<file path="config.mk">
export PLATFORM = sky130hd
export DESIGN_NAME = mux8_rr_arbiter
export DESIGN_NICKNAME = d
export VERILOG_FILES = /design/src/rtl/mux8_rr_arbiter.sv
export SDC_FILE = /design/constraint.sdc
export NUM_CORES = 1
export LEC_CHECK = 0
export ABC_CLOCK_PERIOD_IN_PS = 4600
export BUFFER_PORTS_ARGS = -buffer_cell sky130_fd_sc_hd__buf_2
export CORE_MARGIN = 2
export CORE_UTILIZATION = 49
export DETAILED_ROUTE_END_ITERATION = 10
export PLACE_DENSITY = 0.77
export SLEW_MARGIN = 20
export SYNTH_ARGS = -nofsm -noshare
export SYNTH_HDL_FRONTEND = slang
export SYNTH_SLANG_ARGS = --single-unit
</file>
<file path="constraint.sdc">
create_clock -name clk -period 4.6 [get_ports clk]
set_input_delay 0.92 -clock clk [delete_from_list [all_inputs] [get_ports clk]]
set_output_delay 0.92 -clock clk [all_outputs]
set_load 0.01 [all_outputs]
</file>
<file path="src/rtl/mux8_rr_arbiter.sv">
// Round-robin arbiter owning the select of a shared 8:1 mux, with a per-grant hold limit.
// Grant/sel/busy are registered: one cycle from request to grant, zero dead cycles on hand-over.
module mux8_rr_arbiter #(
    parameter int N_REQ    = 8,
    parameter int SEL_W    = 3,
    parameter int MAX_HOLD = 4
) (
    input  logic             clk,
    input  logic             rst,
    input  logic [N_REQ-1:0] req,
    output logic [N_REQ-1:0] grant,
    output logic [SEL_W-1:0] sel,
    output logic             busy,
    output logic [2:0]       hold_cnt
);

    typedef enum logic {
        IDLE,
        GRANT
    } state_t;

    localparam logic [2:0] HOLD_LAST = 3'(MAX_HOLD - 1);

    state_t           state;
    logic [SEL_W-1:0] last;

    logic [N_REQ-1:0] others;
    logic             owner_req;
    logic             others_any;
    logic             at_limit;
    logic [SEL_W-1:0] win_idle;
    logic [SEL_W-1:0] win_rot;

    // First set bit of mask strictly after base, wrapping; base itself is checked last.
    function automatic logic [SEL_W-1:0] rr_pick(input logic [SEL_W-1:0] base,
                                                 input logic [N_REQ-1:0] mask);
        logic [SEL_W-1:0] idx;
        logic             found;
        rr_pick = base;
        found   = 1'b0;
        for (int k = 1; k <= N_REQ; k++) begin
            idx = SEL_W'((int'(base) + k) % N_REQ);
            if (!found && mask[idx]) begin
                rr_pick = idx;
                found   = 1'b1;
            end
        end
    endfunction

    function automatic logic [N_REQ-1:0] decode(input logic [SEL_W-1:0] idx);
        decode      = '0;
        decode[idx] = 1'b1;
    endfunction

    always_comb begin
        others     = req & ~grant;
        owner_req  = req[sel];
        others_any = |others;
        at_limit   = (hold_cnt == HOLD_LAST);
        win_idle   = rr_pick(last, req);
        win_rot    = rr_pick(sel, others);
    end

    always_ff @(posedge clk or posedge rst) begin
        if (rst) begin
            state    <= IDLE;
            last     <= SEL_W'(N_REQ - 1);
            grant    <= '0;
            sel      <= '0;
            busy     <= 1'b0;
            hold_cnt <= '0;
        end else begin
            case (state)
                IDLE: begin
                    if (|req) begin
                        state    <= GRANT;
                        sel      <= win_idle;
                        grant    <= decode(win_idle);
                        busy     <= 1'b1;
                        hold_cnt <= '0;
                    end
                end
                GRANT: begin
                    if (!owner_req) begin
                        last     <= sel;
                        hold_cnt <= '0;
                        if (others_any) begin
                            sel   <= win_rot;
                            grant <= decode(win_rot);
                        end else begin
                            state <= IDLE;
                            grant <= '0;
                            busy  <= 1'b0;
                        end
                    end else if (at_limit) begin
                        // Hold budget spent: rotate only if someone else is waiting.
                        hold_cnt <= '0;
                        if (others_any) begin
                            last  <= sel;
                            sel   <= win_rot;
                            grant <= decode(win_rot);
                        end
                    end else begin
                        hold_cnt <= hold_cnt + 3'd1;
                    end
                end
                default: begin
                    state <= IDLE;
                    grant <= '0;
                    busy  <= 1'b0;
                end
            endcase
        end
    end

endmodule

</file>
==> results of run 1 <==
## path summary, 6_finish.rpt
path,startpoint,endpoint,slack [ns],cells past startpoint
min in group asynchronous,rst,hold_cnt[2],0.76,2
min reg2reg,hold_cnt[2],hold_cnt[2],0.50,1
max reg2reg,last[0],grant[5],0.54,11
min,hold_cnt[2],hold_cnt[2],0.50,1
max,last[0],grant[5],0.54,11
max in group asynchronous,rst,grant[0],3.38,2
## cells in the final DEF (no fill, tap or decap), types with 4 or more instances in the layout
cell / instances
dfrtp_1: 16
nand3_1: 9
buf_2: 24
nor4_1: 9
o211ai_1: 8
ha_1: 5
nor2b_1: 9
mux4_2: 26
mux2_2: 10
xor2_1: 6
o21ai_0: 16
buf_4: 7
nand3b_1: 4
inv_1: 9
and2_1: 4
nor3_1: 4
mux2i_1: 23
nor2_1: 27
or3_1: 5
nand2_1: 36
nand2b_1: 14
a21oi_1: 12
o22ai_1: 4
xnor2_1: 6
## state kept, by name, indices dropped and copies added (netlist names)
name and count:
hold_cnt 3, busy 1, grant 8, last 3, sel 3, state 1
## kinds of logic after synthesis
| group | count (synthesis) |
|---|---|
| and+or+nand+nor | 139 |
| AOI/OAI and AO/OA | 80 |
| muxes | 64 |
| buffers and inverters | 38 |
| DFF | 19 |
| xor gates and xnor gates | 13 |
| adders and majority gates | 5 |
## stage by stage
step,cell area [um^2],hold WS (ns),std cells,worst slack [ns],utilization
4_1_cts,3362,0.5076,444,0.5416,0.5325
2_1_floorplan,3186,0.5362,358,0.5763,-
6_report,3362,0.5022,444,0.5432,0.5325
5_1_grt,3362,0.5345,444,0.3739,0.5325
3_5_place_dp,3316,0.4880,440,0.5653,0.5252
3_3_place_gp,3316,0.4831,440,0.7113,0.5252
## synthesized netlist by cell type (all sizes together), types with 7 or more instances
library cell	count
dfrtp	16
mux4	28
mux2	13
o21ai	16
nor2	27
mux2i	23
nand2	36
inv	12
a21oi	12
nor4	9
xnor2	7
clkbuf	15
o211ai	9
or3	7
nor2b	9
nand3	9
buf	11
nand2b	14
## critical path, stage by stage (launching register included)
cell	delay, ns
dfstp_2	0.53
inv_2	0.09
ha_1	0.58
buf_4	0.27
mux4_2	0.30
mux2_4	0.30
o32a_1	0.47
or3_4	0.47
o2111ai_1	0.12
o21bai_1	0.23
or4b_4	0.55
o211ai_2	0.08
## layout make-up
type,instances,area [um^2],area share
sequential,19,479.2,0.1425
clock inverter,1,5.005,0.001489
multi-input combinational,301,2522,0.7503
inverter,12,45.04,0.01340
timing repair buffer,31,172.7,0.05136
clock buffer,3,41.29,0.01228
tap,77,96.34,0.02866
## per-layer routing
metal  wire (um)  vias up  track usage  part of all wire
li1            -     1397            -                 -
met1        3709     1473       0.3532              0.42
met2        4110      176       0.3765              0.47
met3         707       23      0.02852             0.081
met4         251        0       0.1053             0.029
met5           0        -            0                 0
==> impl_metrics.csv, run 1 <==
group,metric,value,unit
yosys,synth.area.top_cells,"mux4_2 18%, dfrtp_1 13%, mux2i_1 7.2%",
sta,hold_violations,0,
clock_network,cts_sinks,19,
clock_network,clk-insertion-delay-late,0.26,ns
outcome,status,"finished, final reports clean",
yosys,synth_mux_area_frac,0.3197,
floorplan,die_x,84.63,um
drt,postRouteAntennaNets,0,
sta,fin_skew,0.006463,ns
sta,setup_viol,0,
drt,wl,8780,um
setup_path,worst-setup-path-type,"register to register",
sta,max_freq,246.5,MHz
setup_path,cp.arrival,4.24,ns
setup_path,worstPathMaxFanout,12,
clock_network,ctsLongestPathBuffers,2,
sta,slew_headroom,0.3964,
clock_network,post-cts-setup-buffers,0,
drt,route.detailed.wl_per_inst,19.77,um
clock_network,post_cts_resized,0,
setup_path,worstPathRequired,4.79,ns
clock_network,cts_made_buffers,3,
global_route,antenna_found_initial,0,
placed_design,place_hpwl,6622,um
drt,drtPass1Iterations,5,
sta,finalCritPeriodShare,0.8819,
floorplan,die_h,84.63,um
yosys,synth_area,3186,um^2
yosys,synth_edf_count,0,
sta,fin_crit,4.057,ns
clock_network,path_clk_slew,0.07,ns
drt,drcViolationCount,0,
yosys,netlist.top_cell.by_area,"mux4_2",
sta,final.setup.tns,0,ns
global_route,grt_max_degree,26,
yosys,syn-instance-count,358,
yosys,synth_top_family_by_area,"multiplexers",
yosys,synth_compound_area_frac,0.1787,
sta,worst_slew_pin_slew,0.8938,ns
clock_network,root_buffer,"clkbuf_8",
finish,nFillCells,590,
global_route,track_usage,0.2459,
global_route,first_global_vias,2870,
yosys,synth-simple-area-share,0.2357,
global_route,grt_overflow,0,
clock_network,h-tree-depth,1,
yosys,synth_xor_area_frac,0.03810,
run,maxCapViolations,0,
yosys,syn_avg_cell_area,8.898,um^2
placed_design,globalplace.congestion,0.9997,
floorplan,num_io_pins,25,
setup_path,crit_path_end_kind,"register",
sta,slew_violations,0,
yosys,synthesis.nets,373,
drt,drt_iter0_drc,382,
finish,syn2layout_area_growth,5.538,%
sta,rsz0062_at_grt,"no",
finish,n_antenna_cell,0,
drt,viasPerCell,6.912,
floorplan,die_area,7162,um^2
setup_path,start_kind,"register",
yosys,synth.top_cell.area_share,0.1838,
yosys,synth_fa_ha_area_frac,0.01964,
min_path,holdCritPathClass,"register to register",
floorplan,start_util,0.5046,
floorplan,rows,29,
global_route,grt_pass1_wl,14370,um
finish,nets,383,
yosys,synth-main-ff-cell,"dfrtp_1",
floorplan,core_area,6314,um^2
placed_design,io_buffer_count,24,
yosys,synth_seq_cells,19,
yosys,synth_warnings,0,
clock_network,cts_tree,"built",
yosys,ys_seq_area_frac,0.1504,
clock_network,postCtsHoldBufs,0,
yosys,synth-async-reset-ratio,1.000,
drt,dr_total_vias,3069,
finish,final_layout_size_suffix_gt1_frac,0.2480,
yosys,ys_types,71,
Power of run 1 is left out: the tool's default activity adds up to more than one toggle a clock period on the data nets, which glitch-free logic cannot reach.
==> run 2: changes to the inputs <==
--- a/config.mk
+++ b/config.mk
@@ -10,4 +10,5 @@
 export CORE_MARGIN = 2
 export CORE_UTILIZATION = 49
+export CTS_BUF_LIST = sky130_fd_sc_hd__clkbuf_16
 export DETAILED_ROUTE_END_ITERATION = 10
 export PLACE_DENSITY = 0.77
@@ -16,2 +17,3 @@
 export SYNTH_HDL_FRONTEND = slang
 export SYNTH_SLANG_ARGS = --single-unit
+export TNS_END_PERCENT = 1
==> constraint.sdc (replaced) <==
create_clock -name clk -period 4.6 [get_ports clk]
set_input_delay 0.69 -clock clk [delete_from_list [all_inputs] [get_ports clk]]
set_output_delay 0.69 -clock clk [all_outputs]
set_load 0.01 [all_outputs]
==> run 2 against run 1 <==
Via count increased by 0.91%. Maximum frequency is 0.11% higher. Critical path depth down 1. Sequential share of layout area shrank 0.14 points. Hold slack worse by 0.0056 ns. Final cell count stayed put. Die area unchanged. Register-to-register slack hardly changed. Critical endpoint unchanged. Largest cell class unchanged.
==> impl_metrics.csv, run 2 (same netlist as run 1, synthesis figures left out) <==
group,metric,value,unit
outcome,status,"finished, final reports clean",
sta,final.setup.tns,0,ns
setup_path,worstPathRequired,4.78,ns
min_path,holdCritPathClass,"register to register",
setup_path,setup.worst_path.start,"last[0]",
finish,mostFrequentLayoutCells,"36 x nand2_1, 27 x nor2_1, 26 x mux4_2",
sta,setup_viol,0,
sta,hold_ws,0.4966,ns
finish,top_register,"grant",
sta,fin_crit,4.052,ns
setup_path,cp.arrival,4.23,ns
global_route,grt_use_met2,0.3729,
drt,viasPerCell,6.975,
clock_network,clk-insertion-delay-late,0.25,ns
global_route,first_global_vias,2924,
sta,fin_skew,0.002164,ns
setup_path,worst-setup-path-type,"register to register",
finish,n_antenna_cell,0,
clock_network,post_cts_resized,0,
global_route,grtUsageMet3,0.05703,
run,maxCapViolations,0,
placed_design,globalplace.congestion,0.9424,
clock_network,cts_made_buffers,3,
clock_network,root_buffer,"clkbuf_16",
floorplan,die_h,84.63,um
sta,hold_violations,0,
floorplan,start_util,0.5046,
setup_path,crit_path_end_kind,"register",
clock_network,ctsLongestPathBuffers,2,
placed_design,dpl_worst_slack,0.6165,ns
clock_network,cts_sinks,19,
global_route,grt_overflow,0,
sta,worst_slew_pin_slew,1.020,ns
placed_design,place_area,3316,um^2
setup_path,worstPathMaxFanout,15,
finish,syn2layout_area_growth,6.599,%
floorplan,core_area,6314,um^2
clock_network,path_clk_slew,0.05,ns
finish,nets,383,
global_route,grt_max_degree,23,
floorplan,rows,29,
setup_path,rr_worst_depth,10,
clock_network,post-cts-setup-buffers,0,
min_path,worst_hold_path.endpoint,"hold_cnt[2]",
setup_path,r2r_setup_slack,0.55,ns
drt,postRouteAntennaNets,0,
setup_path,regToRegStartpoint,"last[0]",
drt,drcViolationCount,0,
sta,setup_slack,0.5478,ns
floorplan,die_x,84.63,um
min_path,hold_path_depth,1,
placed_design,place_hpwl,6500,um
sta,rsz0062_at_grt,"no",
setup_path,start_kind,"register",
finish,mostFrequentLayoutCell,"nand2_1",
finish,largest_reg_flops,8,
min_path,min_from,"hold_cnt[2]",
sta,max_freq,246.8,MHz
drt,drt_iter0_drc,372,
placed_design,io_buffer_count,24,
global_route,grt-busiest-layer,"met2",
floorplan,num_io_pins,25,
finish,final_area,3396,um^2
global_route,grt_pass1_wl,14880,um
drt,dr_total_vias,3097,
drt,wl,8811,um
clock_network,cts_tree,"built",
sta,finalCritPeriodShare,0.8809,
clock_network,postCtsHoldBufs,0,
sta,slew_violations,0,
global_route,antenna_found_initial,0,
sta,slew_headroom,0.3111,
drt,drtPass1Iterations,5,
setup_path,r2r-end,"grant[5]",
global_route,track_usage,0.2515,
clock_network,h-tree-depth,1,
global_route,grt_util_met1,0.3713,
floorplan,die_area,7162,um^2
drt,route.detailed.wl_per_inst,19.84,um
finish,final_layout_size_suffix_gt1_frac,0.2480,
## run 2: cell counts in the layout (fill, tap and decap cells not counted)
No cell type changed its count.
## run 2: metal layers
metal / part of all wire / wire, um / up-vias
li1: - / - / 1402
met1: 0.43 / 3778 / 1491
met2: 0.45 / 3994 / 187
met3: 0.10 / 912 / 17
met4: 0.014 / 125 / 0
met5: 0 / 0 / -
## run 2: final cells by class
| cell class | instances | area, um^2 |
|---|---|---|
| clock buffer | 3 | 75.07 |
| sequential | 19 | 479.2 |
| inverter | 12 | 45.04 |
| multi-input combinational | 301 | 2522 |
| tap | 77 | 96.34 |
| timing repair buffer | 31 | 172.7 |
| clock inverter | 1 | 5.005 |
| fill | 588 | 2918 |
## run 2: metrics by stage
step / std cells / utilization
6_report: 444 / 0.5379
5_1_grt: 444 / 0.5379
4_1_cts: 444 / 0.5379
3_5_place_dp: 440 / 0.5252
3_3_place_gp: 440 / 0.5252
2_1_floorplan: 358 / -
## run 2: worst max-delay path by stage
stage,end,slack (ns),depth (start not counted)
after detailed placement,grant[5],0.62,10
after CTS,grant[5],0.61,10
after global routing,grant[5],0.40,10
after floorplan,grant[5],0.58,14
final,grant[5],0.55,10
after global placement,grant[5],0.70,10
## run 2: critical path: stages (launching register included)
cell and delay (ns):
dfstp_2 0.53, inv_2 0.09, ha_1 0.71, mux4_1 0.63, mux2_2 0.31, o32a_1 0.29, or3_4 0.45, o2111ai_1 0.12
o21bai_1 0.21, or4b_4 0.53, o211ai_2 0.08
Power of run 2 is left out for the same reason.
